<file path="src/rtl/mdl_xxx_pwm_write_pkg.sv">
// mdl_xxx_pwm_write_pkg: shared FSM encodings, default sizes and the read-credit helper for the PWM write-back path
package mdl_xxx_pwm_write_pkg;
   typedef enum logic [1:0] {ST_IDLE, ST_RUN, ST_DRAIN, ST_DONE} state_e;
   localparam int DEF_DAXI  = 64;
   localparam int DEF_ADDR  = 12;
   localparam int DEF_DRAM  = 32;
   localparam int DEF_WORDS = 2048;
   // A new read may issue only if the FIFO can still take it once the in-flight pair lands
   function automatic logic credit_ok(input logic [1:0] occ, input logic inflight, input logic pop);
      return ({1'b0, occ} + {2'b00, inflight} - {2'b00, pop}) < 3'd2;
   endfunction
endpackage

</file>
<file path="src/rtl/mdl_xxx_pwm_write_if.sv">
// mdl_xxx_pwm_write_if: coefficient BRAM read ports plus the AXI-Stream master bundle
interface mdl_xxx_pwm_write_if import mdl_xxx_pwm_write_pkg::*; #(
   parameter int PRM_DAXI = DEF_DAXI,
   parameter int PRM_ADDR = DEF_ADDR,
   parameter int PRM_DRAM = DEF_DRAM
);
   logic                oB1_enA;
   logic                oB1_weA;
   logic [PRM_ADDR-1:0] oB1_addrA;
   logic [PRM_DRAM-1:0] iB1_doutA;
   logic                oB1_enB;
   logic                oB1_weB;
   logic [PRM_ADDR-1:0] oB1_addrB;
   logic [PRM_DRAM-1:0] iB1_doutB;
   logic                oTs_Tvalid;
   logic [PRM_DAXI-1:0] oTs_Tdata;
   logic                oTs_Tlast;
   logic                iTs_Tready;
   modport master (
      output oB1_enA, oB1_weA, oB1_addrA, oB1_enB, oB1_weB, oB1_addrB,
      output oTs_Tvalid, oTs_Tdata, oTs_Tlast,
      input  iB1_doutA, iB1_doutB, iTs_Tready
   );
   modport slave (
      input  oB1_enA, oB1_weA, oB1_addrA, oB1_enB, oB1_weB, oB1_addrB,
      input  oTs_Tvalid, oTs_Tdata, oTs_Tlast,
      output iB1_doutA, iB1_doutB, iTs_Tready
   );
endinterface

</file>
<file path="src/rtl/mdl_xxx_pwm_write_txfifo.sv">
// mdl_xxx_pwm_write_txfifo: 2-entry first-word-fall-through FIFO carrying {last, data}
module mdl_xxx_pwm_write_txfifo #(
   parameter int W = 65
) (
   input  logic         clk_i,
   input  logic         rst_n_i,
   input  logic         push_i,
   input  logic         pop_i,
   input  logic [W-1:0] din_i,
   output logic [W-1:0] dout_o,
   output logic [1:0]   occ_o
);
   logic [W-1:0] mem_q [2];
   logic         wr_q, rd_q;
   logic [1:0]   occ_q, occ_d;
   assign occ_d  = occ_q + 2'(push_i) - 2'(pop_i);
   assign dout_o = mem_q[rd_q];
   assign occ_o  = occ_q;
   // Storage and pointers; entries cleared on reset so the stream data reads 0
   always_ff @(posedge clk_i or negedge rst_n_i)
      if (!rst_n_i) begin
         mem_q[0] <= '0;
         mem_q[1] <= '0;
         wr_q     <= 1'b0;
         rd_q     <= 1'b0;
         occ_q    <= 2'd0;
      end else begin
         if (push_i) mem_q[wr_q] <= din_i;
         wr_q  <= wr_q ^ push_i;
         rd_q  <= rd_q ^ pop_i;
         occ_q <= occ_d;
      end
endmodule

</file>
<file path="src/rtl/mdl_xxx_pwm_write.sv">
// mdl_xxx_pwm_write: streams BRAM coefficient pairs {B[2k+1], A[2k]} as AXI-Stream beats after a start pulse
module mdl_xxx_pwm_write import mdl_xxx_pwm_write_pkg::*; #(
   parameter int PRM_DAXI  = DEF_DAXI,
   parameter int PRM_ADDR  = DEF_ADDR,
   parameter int PRM_DRAM  = DEF_DRAM,
   parameter int PRM_WORDS = DEF_WORDS
) (
   input  logic                   iSYS_CLK,
   input  logic                   iSYS_RST,
   input  logic                   iFSM_START,
   output logic                   oFSM_DONE,
   mdl_xxx_pwm_write_if.master    pwm
);
   localparam int KW = $clog2(PRM_WORDS + 1);
   state_e            state_q, state_d;
   logic [KW-1:0]     k_q, k_d;
   logic              inflight_q, last_q;
   logic              issue, is_last, pop;
   logic [1:0]        occ;
   logic [PRM_DAXI:0] head;
   assign pop     = pwm.oTs_Tvalid & pwm.iTs_Tready;
   assign is_last = k_q == KW'(PRM_WORDS - 1);
   assign issue   = (state_q == ST_RUN) && credit_ok(occ, inflight_q, pop);
   assign pwm.oB1_enA   = issue;
   assign pwm.oB1_enB   = issue;
   assign pwm.oB1_weA   = 1'b0;
   assign pwm.oB1_weB   = 1'b0;
   assign pwm.oB1_addrA = issue ? PRM_ADDR'({k_q, 1'b0}) : '0;
   assign pwm.oB1_addrB = issue ? PRM_ADDR'({k_q, 1'b1}) : '0;
   assign pwm.oTs_Tvalid = occ != 2'd0;
   assign pwm.oTs_Tdata  = head[PRM_DAXI-1:0];
   assign pwm.oTs_Tlast  = head[PRM_DAXI];
   assign oFSM_DONE      = state_q == ST_DONE;
   // State, pair counter, and the tag of the read whose data returns next cycle
   always_ff @(posedge iSYS_CLK or negedge iSYS_RST)
      if (!iSYS_RST) begin
         state_q    <= ST_IDLE;
         k_q        <= '0;
         inflight_q <= 1'b0;
         last_q     <= 1'b0;
      end else begin
         state_q    <= state_d;
         k_q        <= k_d;
         inflight_q <= issue;
         last_q     <= issue & is_last;
      end
   // Next state: run until the final read issues, then drain until the Tlast beat is taken
   always_comb begin
      state_d = state_q;
      k_d     = k_q;
      case (state_q)
         ST_IDLE: begin
            k_d = '0;
            if (iFSM_START) state_d = ST_RUN;
         end
         ST_RUN: if (issue) begin
            k_d = k_q + KW'(1);
            if (is_last) state_d = ST_DRAIN;
         end
         ST_DRAIN: if (pop && pwm.oTs_Tlast) state_d = ST_DONE;
         default: state_d = ST_IDLE;
      endcase
   end
   mdl_xxx_pwm_write_txfifo #(.W(PRM_DAXI + 1)) u_fifo (
      .clk_i   (iSYS_CLK),
      .rst_n_i (iSYS_RST),
      .push_i  (inflight_q),
      .pop_i   (pop),
      .din_i   ({last_q, pwm.iB1_doutB, pwm.iB1_doutA}),
      .dout_o  (head),
      .occ_o   (occ)
   );
endmodule

</file>
<file path="src/flat_wrapper.sv">
// flat-port wrapper written by rule: the top's interface ports become plain ports
module mdl_xxx_pwm_write_flat import mdl_xxx_pwm_write_pkg::*;
#(
   parameter int PRM_DAXI  = DEF_DAXI,
   parameter int PRM_ADDR  = DEF_ADDR,
   parameter int PRM_DRAM  = DEF_DRAM,
   parameter int PRM_WORDS = DEF_WORDS
)
  (iSYS_CLK, iSYS_RST, iFSM_START, oFSM_DONE, pwm_oB1_enA, pwm_oB1_weA, pwm_oB1_addrA, pwm_oB1_enB, pwm_oB1_weB, pwm_oB1_addrB, pwm_oTs_Tvalid, pwm_oTs_Tdata, pwm_oTs_Tlast, pwm_iB1_doutA, pwm_iB1_doutB, pwm_iTs_Tready);
  mdl_xxx_pwm_write_if #(.PRM_DAXI(PRM_DAXI), .PRM_ADDR(PRM_ADDR), .PRM_DRAM(PRM_DRAM)) pwm_i ();
  input  logic iSYS_CLK;
  input  logic iSYS_RST;
  input  logic iFSM_START;
  output logic oFSM_DONE;
  output wire logic [$bits(pwm_i.oB1_enA)-1:0] pwm_oB1_enA;
  output wire logic [$bits(pwm_i.oB1_weA)-1:0] pwm_oB1_weA;
  output wire logic [$bits(pwm_i.oB1_addrA)-1:0] pwm_oB1_addrA;
  output wire logic [$bits(pwm_i.oB1_enB)-1:0] pwm_oB1_enB;
  output wire logic [$bits(pwm_i.oB1_weB)-1:0] pwm_oB1_weB;
  output wire logic [$bits(pwm_i.oB1_addrB)-1:0] pwm_oB1_addrB;
  output wire logic [$bits(pwm_i.oTs_Tvalid)-1:0] pwm_oTs_Tvalid;
  output wire logic [$bits(pwm_i.oTs_Tdata)-1:0] pwm_oTs_Tdata;
  output wire logic [$bits(pwm_i.oTs_Tlast)-1:0] pwm_oTs_Tlast;
  input wire logic [$bits(pwm_i.iB1_doutA)-1:0] pwm_iB1_doutA;
  input wire logic [$bits(pwm_i.iB1_doutB)-1:0] pwm_iB1_doutB;
  input wire logic [$bits(pwm_i.iTs_Tready)-1:0] pwm_iTs_Tready;
  assign pwm_oB1_enA = pwm_i.oB1_enA;
  assign pwm_oB1_weA = pwm_i.oB1_weA;
  assign pwm_oB1_addrA = pwm_i.oB1_addrA;
  assign pwm_oB1_enB = pwm_i.oB1_enB;
  assign pwm_oB1_weB = pwm_i.oB1_weB;
  assign pwm_oB1_addrB = pwm_i.oB1_addrB;
  assign pwm_oTs_Tvalid = pwm_i.oTs_Tvalid;
  assign pwm_oTs_Tdata = pwm_i.oTs_Tdata;
  assign pwm_oTs_Tlast = pwm_i.oTs_Tlast;
  assign pwm_i.iB1_doutA = pwm_iB1_doutA;
  assign pwm_i.iB1_doutB = pwm_iB1_doutB;
  assign pwm_i.iTs_Tready = pwm_iTs_Tready;
  mdl_xxx_pwm_write #(.PRM_DAXI(PRM_DAXI), .PRM_ADDR(PRM_ADDR), .PRM_DRAM(PRM_DRAM), .PRM_WORDS(PRM_WORDS)) u_core (.iSYS_CLK(iSYS_CLK), .iSYS_RST(iSYS_RST), .iFSM_START(iFSM_START), .oFSM_DONE(oFSM_DONE), .pwm(pwm_i));
endmodule
</file>
<file path="config.mk">
export PLATFORM = sky130hd
export DESIGN_NAME = mdl_xxx_pwm_write_flat
export DESIGN_NICKNAME = d
export VERILOG_FILES = /design/src/rtl/mdl_xxx_pwm_write_pkg.sv /design/src/rtl/mdl_xxx_pwm_write_if.sv /design/src/rtl/mdl_xxx_pwm_write_txfifo.sv /design/src/rtl/mdl_xxx_pwm_write.sv /design/src/flat_wrapper.sv
export SDC_FILE = /design/constraint.sdc
export NUM_CORES = 1
export LEC_CHECK = 0
export CELL_PAD_IN_SITES_DETAIL_PLACEMENT = 1
export CELL_PAD_IN_SITES_GLOBAL_PLACEMENT = 1
export CORE_ASPECT_RATIO = 0.8
export CORE_MARGIN = 1
export CORE_UTILIZATION = 42
export DETAILED_ROUTE_END_ITERATION = 10
export HOLD_SLACK_MARGIN = 0.08
export PLACE_DENSITY_LB_ADDON = 0.25
export SYNTH_ARGS = -nofsm -noshare
export SYNTH_HDL_FRONTEND = slang
export SYNTH_HIERARCHICAL = 1
export SYNTH_SLANG_ARGS = --single-unit
</file>
<file path="constraint.sdc">
create_clock -name iSYS_CLK -period 3.5 [get_ports iSYS_CLK]
set_clock_uncertainty 0.1 [all_clocks]
set_input_delay 0.525 -clock iSYS_CLK [delete_from_list [all_inputs] [get_ports iSYS_CLK]]
set_output_delay 0.525 -clock iSYS_CLK [all_outputs]
set_load 0.02 [all_outputs]
</file>
==> results.md, run 1 <==
Place
* **weighted congestion reported at the end of routability-driven placement** 0.7052
* **number of cells in the design after placement** 851
* **worst setup timing slack at the placement stage** -0.3154 ns
* **count of buffers from port buffering** 159
* **HPWL Detailed** 11.15 mm

Global routing
* **pin count of the biggest net entering global routing** 100
* **vias in the first global route** 5024
* **first-pass GRT wire length** 28.02 mm
* **total congestion overflow** 0
* **antenna violations before repair** 0
* **overall routing resource usage** 20.18%

Setup path
* **CP endpoint kind** primary output
* **kind of cell with the highest combined delay on the critical path** buffers and inverters
* **data required time at the worst endpoint** 2.87 ns
* **crit path kind** input pin to primary output
* **CP max stage delay** 0.46 ns
* **data arrival time at the worst-slack endpoint** 2.82 ns
* **buffers and inverters on the worst path** 3
* **worst-path cell with the longest stage delay** clkdlybuf4s50_1
* **crit start category** input pin
* **cell chain of the critical path** clkdlybuf4s50_1 > o21a_1 > ha_1 > nand2b_1 > fa_1 > xnor2_2 > buf_4 > and3_2 > clkdlybuf4s15_2
* **maximum fanout count along the critical path** 10

Floorplan
* **die outline area** 18460 sq um
* **chip height** 121.7 um
* **total core area** 17430 sq um
* **initial cell density of the core** 43.18%
* **width of the chip** 151.7 um
* **ports placed on the boundary** 163
* **Rows** 43

Route
* **Final Routed Wirelength** 17.32 mm
* **number of DRC markers after the initial detailed-route iteration** 182
* **detailed-router iteration count before antenna repair** 6
* **drt wl/cell** 19.64 um
* **number of vias per cell** 5.079
* **DRC Markers** 0
* **via total after detailed routing** 4480
* **Routed Antenna Nets** 0

Cells and area
* **filler cell count** 1664
* **area of the multi-input gates** 3420 sq um
* **fraction of final layout cells sized beyond drive strength 1** 41.55%
* **Non-Filler Instances** 882
* **final cell utilization of the core** 56.43%
* **FF/Latch Area** 3757 sq um
* **diode count** 0
* **nets** 724
* **relative area change from synthesis to final layout** 30.68%

Synth
* **flop and latch count out of synthesis** 150
* **mean post-synth cell area** 15.52 sq um
* **sequential area share after synthesis** 49.87%
* **Most used DFF post-synth** dfrtp_1
* **most frequent cell after synthesis** dfrtp_1
* **post-synthesis instance area** 7527 sq um
* **ranking of synthesized cells by instance count** dfrtp_1 (150), mux2_4 (140), mux2_2 (55), buf_6 (17), buf_4 (16)
* **top cells by area in the synthesized netlist** dfrtp_1 (50%), mux2_4 (28%), mux2_2 (8.2%)
* **async set or reset register ratio after synthesis** 100.0%
* **fraction of synthesized cell area taken by the top area cell type** 49.87%
* **synthesized instance count** 485
* **Post-synth EDFFs** 0
* **Warnings, synthesis** 6
* **cell type with the highest aggregate area in the netlist** dfrtp_1
* **number of distinct standard cells referenced by the synthesized netlist** 45

Timing
* **Slew headroom** 37.86%
* **post-layout min period** 3.442 ns
* **Pins Over Slew Limit** 0
* **TNS Setup** 0 ns
* **minimum setup slack in the final design** 0.05797 ns
* **slew at the pin with the worst max-slew slack** 0.9321 ns
* **RSZ-0062 raised after global routing** true
* **Hold Fails Final Rpt** 0
* **Final Cycle Share** 98.34%
* **maximum clock rate** 290.5 MHz
* **final count of negative-setup-slack endpoints** 0
* **hold slack** 0.1010 ns

Clocking
* **number of buffers between clock root and the deepest sink** 2
* **hold-fix buffer count after cts** 0
* **CTS sink count** 150
* **TritonCTS clock tree** done
* **cts bufs inserted** 17
* **root buffer selected by CTS** clkbuf_16
* **post-CTS setup repair buffer count** 0
* **clock insertion delay at the later pin of the skew report** 0.42 ns
* **depth of the CTS H-tree** 4
* **clock-pin slew on the worst setup and hold paths** 0.07 ns

Run status
* **run status** finished clean

Power and ir drop
* **leakage power** 4.470 nW
* **register share of total power** 29.0%
* **part of the power in the clock network** 16.6%
* **Int Pwr** 0.007187 W
* **share of power burned in combinational logic** 54.4%
* **power per cell area** 1120 nW/um^2
* **proportion of total power due to net switching** 34.74%
* **peak ir drop on the vdd network** 594.0 uV
* **net switching power figure** 0.003826 W

Hold path
* **Tightest Hold Check Type** input pin to asynchronous set/reset pin

Job
* **max-cap viol count** 0

==> path summary, 6_finish.rpt <==
check | startpoint | end | slack (ns) | depth (start not counted)
setup / recovery | pwm_iTs_Tready | pwm_oB1_addrB[3] | 0.06 | 9
hold / removal | iSYS_RST | u_core/u_fifo/mem_q[113] | 0.10 | 1
setup reg to reg | u_core/u_fifo/occ_o[0] | u_core/state_q[1] | 0.42 | 10
hold reg to reg | u_core/u_fifo/mem_q[129] | u_core/u_fifo/mem_q[129] | 0.40 | 1
max in group asynchronous | iSYS_RST | u_core/u_fifo/mem_q[94] | 2.22 | 2
min in group iSYS_CLK | u_core/u_fifo/mem_q[129] | u_core/u_fifo/mem_q[129] | 0.40 | 1
==> power by group through the flow <==
stage | Clock [W] | Combinational, W | Sequential [W]
floorplan | 0 | 0.00420 | 0.00293
finish | 0.00182 | 0.00600 | 0.00319
global route | 0.00195 | 0.00638 | 0.00330
global placement | 0 | 0.00597 | 0.00312
detailed placement | 0 | 0.00608 | 0.00320
CTS | 0.00188 | 0.00605 | 0.00320
==> through the flow <==
| step | power, W | area, sq um |
|---|---|---|
| CTS | 0.01112 | 9866 |
| finish | 0.01101 | 9837 |
| global route | 0.01164 | 9837 |
| floorplan | 0.007130 | 7535 |
| detailed placement | 0.009280 | 9285 |
| global placement | 0.009084 | 9285 |
==> cells by family (layout without fill, tap and decap cells) <==
| kind of cell | Yosys count | in the layout | share of synthesized area [%] |
|---|---|---|---|
| mux | 197 | 197 | 36.44 |
| flops | 150 | 150 | 49.87 |
| simple gates | 52 | 52 | 4.006 |
| buf+inv | 52 | 222 | 5.170 |
| compound gates | 13 | 13 | 1.197 |
| fa+ha+maj | 11 | 11 | 1.928 |
| xor+xnor | 9 | 9 | 1.346 |
| other cells | 1 | 3 | 0.04982 |
==> what timing repair did <==
action,4_1_cts,5_1_grt
gates resized for setup,47,15
pin swaps,0,0
gates cloned,0,0
endpoints found under the setup margin,25,22
==> per-layer routing <==
| metal | global-route usage (%) | up-vias | wire (um) |
|---|---|---|---|
| met1 | 26.09 | 2349 | 7892 |
| met3 | 5.206 | 12 | 878 |
| met5 | 0 | - | 0 |
| li1 | - | 2009 | - |
| met2 | 32.84 | 110 | 8349 |
| met4 | 6.745 | 0 | 199 |
==> area by class of cell <==
class | instances | area share [%]
inverters | 11 | 0.4197
repair buffers | 180 | 17.82
flip-flops and latches | 150 | 38.20
multi-input cells | 285 | 34.76
clock buffers | 20 | 4.643
well taps | 225 | 2.862
clock inverters | 11 | 1.297
==> layout by cell type, fill, tap and decap left out, drive strengths merged, types with 2 or more instances in the layout <==
| cell | instances |
|---|---|
| a21oi | 2 |
| and2 | 2 |
| and3 | 9 |
| and4 | 2 |
| buf | 23 |
| bufinv | 2 |
| clkbuf | 27 |
| clkdlybuf4s15 | 11 |
| clkdlybuf4s50 | 133 |
| clkinv | 6 |
| clkinvlp | 3 |
| conb | 3 |
| dfrtp | 150 |
| dlygate4sd2 | 6 |
| ha | 10 |
| inv | 11 |
| mux2 | 196 |
| nand2 | 9 |
| nand2b | 3 |
| nand3 | 7 |
| nand4 | 4 |
| nor2 | 8 |
| o211ai | 2 |
| o21ai | 3 |
| o31ai | 2 |
| xnor2 | 3 |
| xor2 | 5 |
==> worst register-to-register path, stage by stage (launching register included) <==
cell and delay, ns:
dfrtp_1 0.40, o21a_1 0.22, ha_1 0.28, nand2b_1 0.15, fa_1 0.44, xnor2_2 0.20, buf_4 0.20, buf_4 0.14
nand4_2 0.08, a222oi_1 0.38, mux2_1 0.37
==> registers in the layout (all words and copies together), names as in the netlist <==
name	count
u_core/inflight_q	1
u_core/u_fifo/mem_q	130
u_core/k_q	12
u_core/u_fifo/rd_q	1
u_core/state_q	2
u_core/u_fifo/occ_o	2
u_core/u_fifo/wr_q	1
u_core/last_q	1
Power figures use the tool's default switching activity.
==> inputs of run 2 (changes only) <==
Settings changed: GPL_ROUTABILITY_DRIVEN set to 1.
==> results of run 2 <==
Final layout, timing and power as in run 1 (identical DEF).
==> inputs of run 3 (changes only) <==
Settings changed: ABC_AREA set to 1, CORE_UTILIZATION 42 to 25.
==> run 3 against run 2 <==
  * Final area is 2.5% lower
  * Setup slack better by 0.14 ns
  * Highest routed layer unchanged
  * First-iteration DRC count is 1.1% higher
==> results.md, run 3 <==
Cells and area
* **Largest register FFs** 130
* **registers with the highest flip-flop counts** u_core/u_fifo/mem_q x130, u_core/k_q x12
* **commonest cells after routing, fill and taps aside** nand2_1 (241), o21ai_0 (195), inv_1 (159)
* **diode count** 0
* **final cell utilization of the core** 33.84%
* **most common library cell in the layout ignoring fill and taps** nand2_1
* **register ranked first by flip-flop count** u_core/u_fifo/mem_q
* **relative area change from synthesis to final layout** 32.67%
* **nets** 1104
* **summed area of non-filler cells in the final layout** 9593 sq um
* **fraction of final layout cells sized beyond drive strength 1** 9.188%

Synth
* **Post-synth EDFFs** 0
* **Most used DFF post-synth** dfrtp_1
* **cell type with the highest aggregate area in the netlist** dfrtp_1
* **number of distinct standard cells referenced by the synthesized netlist** 26
* **sequential area share after synthesis** 51.91%
* **flop and latch count out of synthesis** 150
* **mean post-synth cell area** 8.115 sq um
* **Warnings, synthesis** 6
* **post-synthesis instance area** 7231 sq um
* **most frequent cell after synthesis** nand2_1
* **synthesized instance count** 891
* **fraction of synthesized cell area taken by the top area cell type** 51.91%
* **ranking of synthesized cells by instance count** nand2_1 (241), o21ai_0 (195), inv_1 (159), dfrtp_1 (150), buf_4 (32)
* **async set or reset register ratio after synthesis** 100.0%
* **top cells by area in the synthesized netlist** dfrtp_1 (52%), o21ai_0 (13%), nand2_1 (13%)

Floorplan
* **die outline area** 29610 sq um
* **chip height** 154.1 um
* **total core area** 28350 sq um
* **initial cell density of the core** 25.50%
* **Rows** 55
* **ports placed on the boundary** 163
* **width of the chip** 192.1 um

Timing
* **Final Cycle Share** 94.33%
* **final count of negative-setup-slack endpoints** 0
* **post-layout min period** 3.302 ns
* **Hold Fails Final Rpt** 0
* **Pins Over Slew Limit** 0
* **RSZ-0062 raised after global routing** false
* **minimum setup slack in the final design** 0.1984 ns
* **Slew headroom** 48.98%
* **maximum clock rate** 302.9 MHz
* **slew at the pin with the worst max-slew slack** 0.7653 ns

Place
* **worst setup timing slack at the placement stage** -0.3288 ns
* **post-place instance area** 9050 sq um
* **weighted congestion reported at the end of routability-driven placement** 0.7339
* **count of buffers from port buffering** 159
* **HPWL Detailed** 12.63 mm

Setup path
* **data arrival time at the worst-slack endpoint** 2.68 ns
* **crit path kind** input pin to primary output
* **worst-case reg-to-reg path depth** 12
* **cell chain of the critical path** clkdlybuf4s50_1 > o21a_1 > ha_1 > inv_1 > nand2_1 > fa_2 > nand4_4 > nor2_1 > clkbuf_2
* **data required time at the worst endpoint** 2.87 ns
* **kind of cell with the highest combined delay on the critical path** adder cells
* **worst-path cell with the longest stage delay** fa_2
* **Crit. path cell count** 9
* **CP endpoint kind** primary output
* **CP max stage delay** 0.62 ns
* **maximum fanout count along the critical path** 7
* **buffers and inverters on the worst path** 3
* **crit start category** input pin

Power and ir drop
* **share of power burned in combinational logic** 47.5%
* **net switching power figure** 0.003804 W
* **Int Pwr** 0.005681 W
* **peak ir drop on the vdd network** 466.0 uV
* **power per cell area** 988.8 nW/um^2
* **proportion of total power due to net switching** 40.11%
* **leakage power** 4.307 nW
* **part of the power in the clock network** 21.1%
* **register share of total power** 31.4%

Clocking
* **clock-pin slew on the worst setup and hold paths** 0.05 ns
* **root buffer selected by CTS** clkbuf_16
* **CTS sink count** 150
* **depth of the CTS H-tree** 4
* **TritonCTS clock tree** done
* **clock insertion delay at the later pin of the skew report** 0.42 ns
* **number of buffers between clock root and the deepest sink** 2
* **cts bufs inserted** 17

Run status
* **run status** finished clean

Route
* **DRC Markers** 0
* **Final Routed Wirelength** 19.44 mm
* **Routed Antenna Nets** 0
* **detailed-router iteration count before antenna repair** 4
* **number of DRC markers after the initial detailed-route iteration** 184
* **via total after detailed routing** 6009
* **drt wl/cell** 13.84 um
* **number of vias per cell** 4.280

Global routing
* **total congestion overflow** 0
* **antenna violations before repair** 0
* **pin count of the biggest net entering global routing** 79
* **first-pass GRT wire length** 32.46 mm
* **vias in the first global route** 6328
* **overall routing resource usage** 13.80%

Hold path
* **cell count of the worst hold path** 2
* **Tightest Hold Check Type** flip-flop to flip-flop

Job
* **max-cap viol count** 0

-- run 3: cell count changes in the layout (fill, tap and decap cells not counted), moves of 10 or more --
cell      previous run  this run
nand2_1              9       241
o21ai_0              3       195
inv_1               11       159
mux2_4             140         0
mux2_2              55         0
clkbuf_2             7        25
nand4_1              3        15
nor2_1               8        20
o21ai_2              0        10
-- run 3: path summary, 6_finish.rpt --
| path | slack, ns | end | from |
|---|---|---|---|
| min in group asynchronous | 0.51 | u_core/u_fifo/mem_q[89] | iSYS_RST |
| min reg2reg | 0.39 | u_core/u_fifo/mem_q[129] | u_core/last_q |
| max | 0.20 | pwm_oB1_addrA[7] | pwm_iTs_Tready |
| max reg2reg | 0.78 | u_core/k_q[11] | u_core/u_fifo/occ_o[0] |
| max in group asynchronous | 1.98 | u_core/u_fifo/mem_q[56] | iSYS_RST |
| min | 0.39 | u_core/u_fifo/mem_q[129] | u_core/last_q |
-- run 3: what timing repair did --
action	in CTS	in global routing
hold buffers	1	0
setup endpoints to repair	25	25
pin swaps	0	1
gates cloned	0	1
endpoints found under the hold margin	47	0
gates resized for setup	33	46
setup buffers	0	1
-- run 3: cell families (layout without fill, tap and decap cells) --
group                      after synthesis  after routing  share of synthesized area (%)
other                                    1              3                        0.05186
xor gates and xnor gates                 1              1                         0.1212
adders and majority gates               11             11                          2.007
and+or+nand+nor                        298            299                          16.89
AOI/OAI and AO/OA                      208            208                          14.95
DFF                                    150            150                          51.91
buffers and inverters                  222            362                          14.07
-- run 3: stage by stage --
step	cells	hold slack [ns]	TNS [ns]	total power, W
floorplan	893	0.1294	0	0.005624
global placement	1373	0.3759	-6.249	0.007437
detailed placement	1373	0.3822	-6.885	0.007558
CTS	1402	0.3965	-0.06877	0.009620
global route	1404	0.4149	0	0.01029
finish	1404	0.3857	0	0.009486
-- run 3: power by group through the flow --
stage / Sequential (W) / Combinational [W] / Clock (W)
after global routing: 0.00309 / 0.00504 / 0.00215
after CTS: 0.00299 / 0.00454 / 0.00209
final: 0.00298 / 0.00450 / 0.00200
after detailed placement: 0.00303 / 0.00453 / 0
after floorplan: 0.00284 / 0.00278 / 0
after global placement: 0.00299 / 0.00445 / 0
-- run 3: layout make-up --
| class | count | area [sq um] |
|---|---|---|
| Fill cell | 3440 | 18760 |
| Sequential cell | 150 | 3757 |
| Clock buffer | 19 | 442.9 |
| Tap cell | 370 | 462.9 |
| Inverter | 161 | 604.3 |
| Timing Repair Buffer | 173 | 1625 |
| Clock inverter | 9 | 178.9 |
| Multi-Input combinational cell | 522 | 2521 |
-- run 3: layer usage --
metal  global-route usage [%]  wire, um  up-vias
li1                         -         -     3007
met1                    19.10      9909     2890
met2                    21.86      8682      103
met3                    2.922       681        9
met4                    3.262       161        0
met5                        0         0        -
-- run 3: tightest hold or removal path, delay by kind of cell, from the launching register on --
kind / cells / cell delay [ns]
DFF: 1 / 0.34
and+or+nand+nor: 1 / 0.05
AOI/OAI and AO/OA: 1 / 0.06
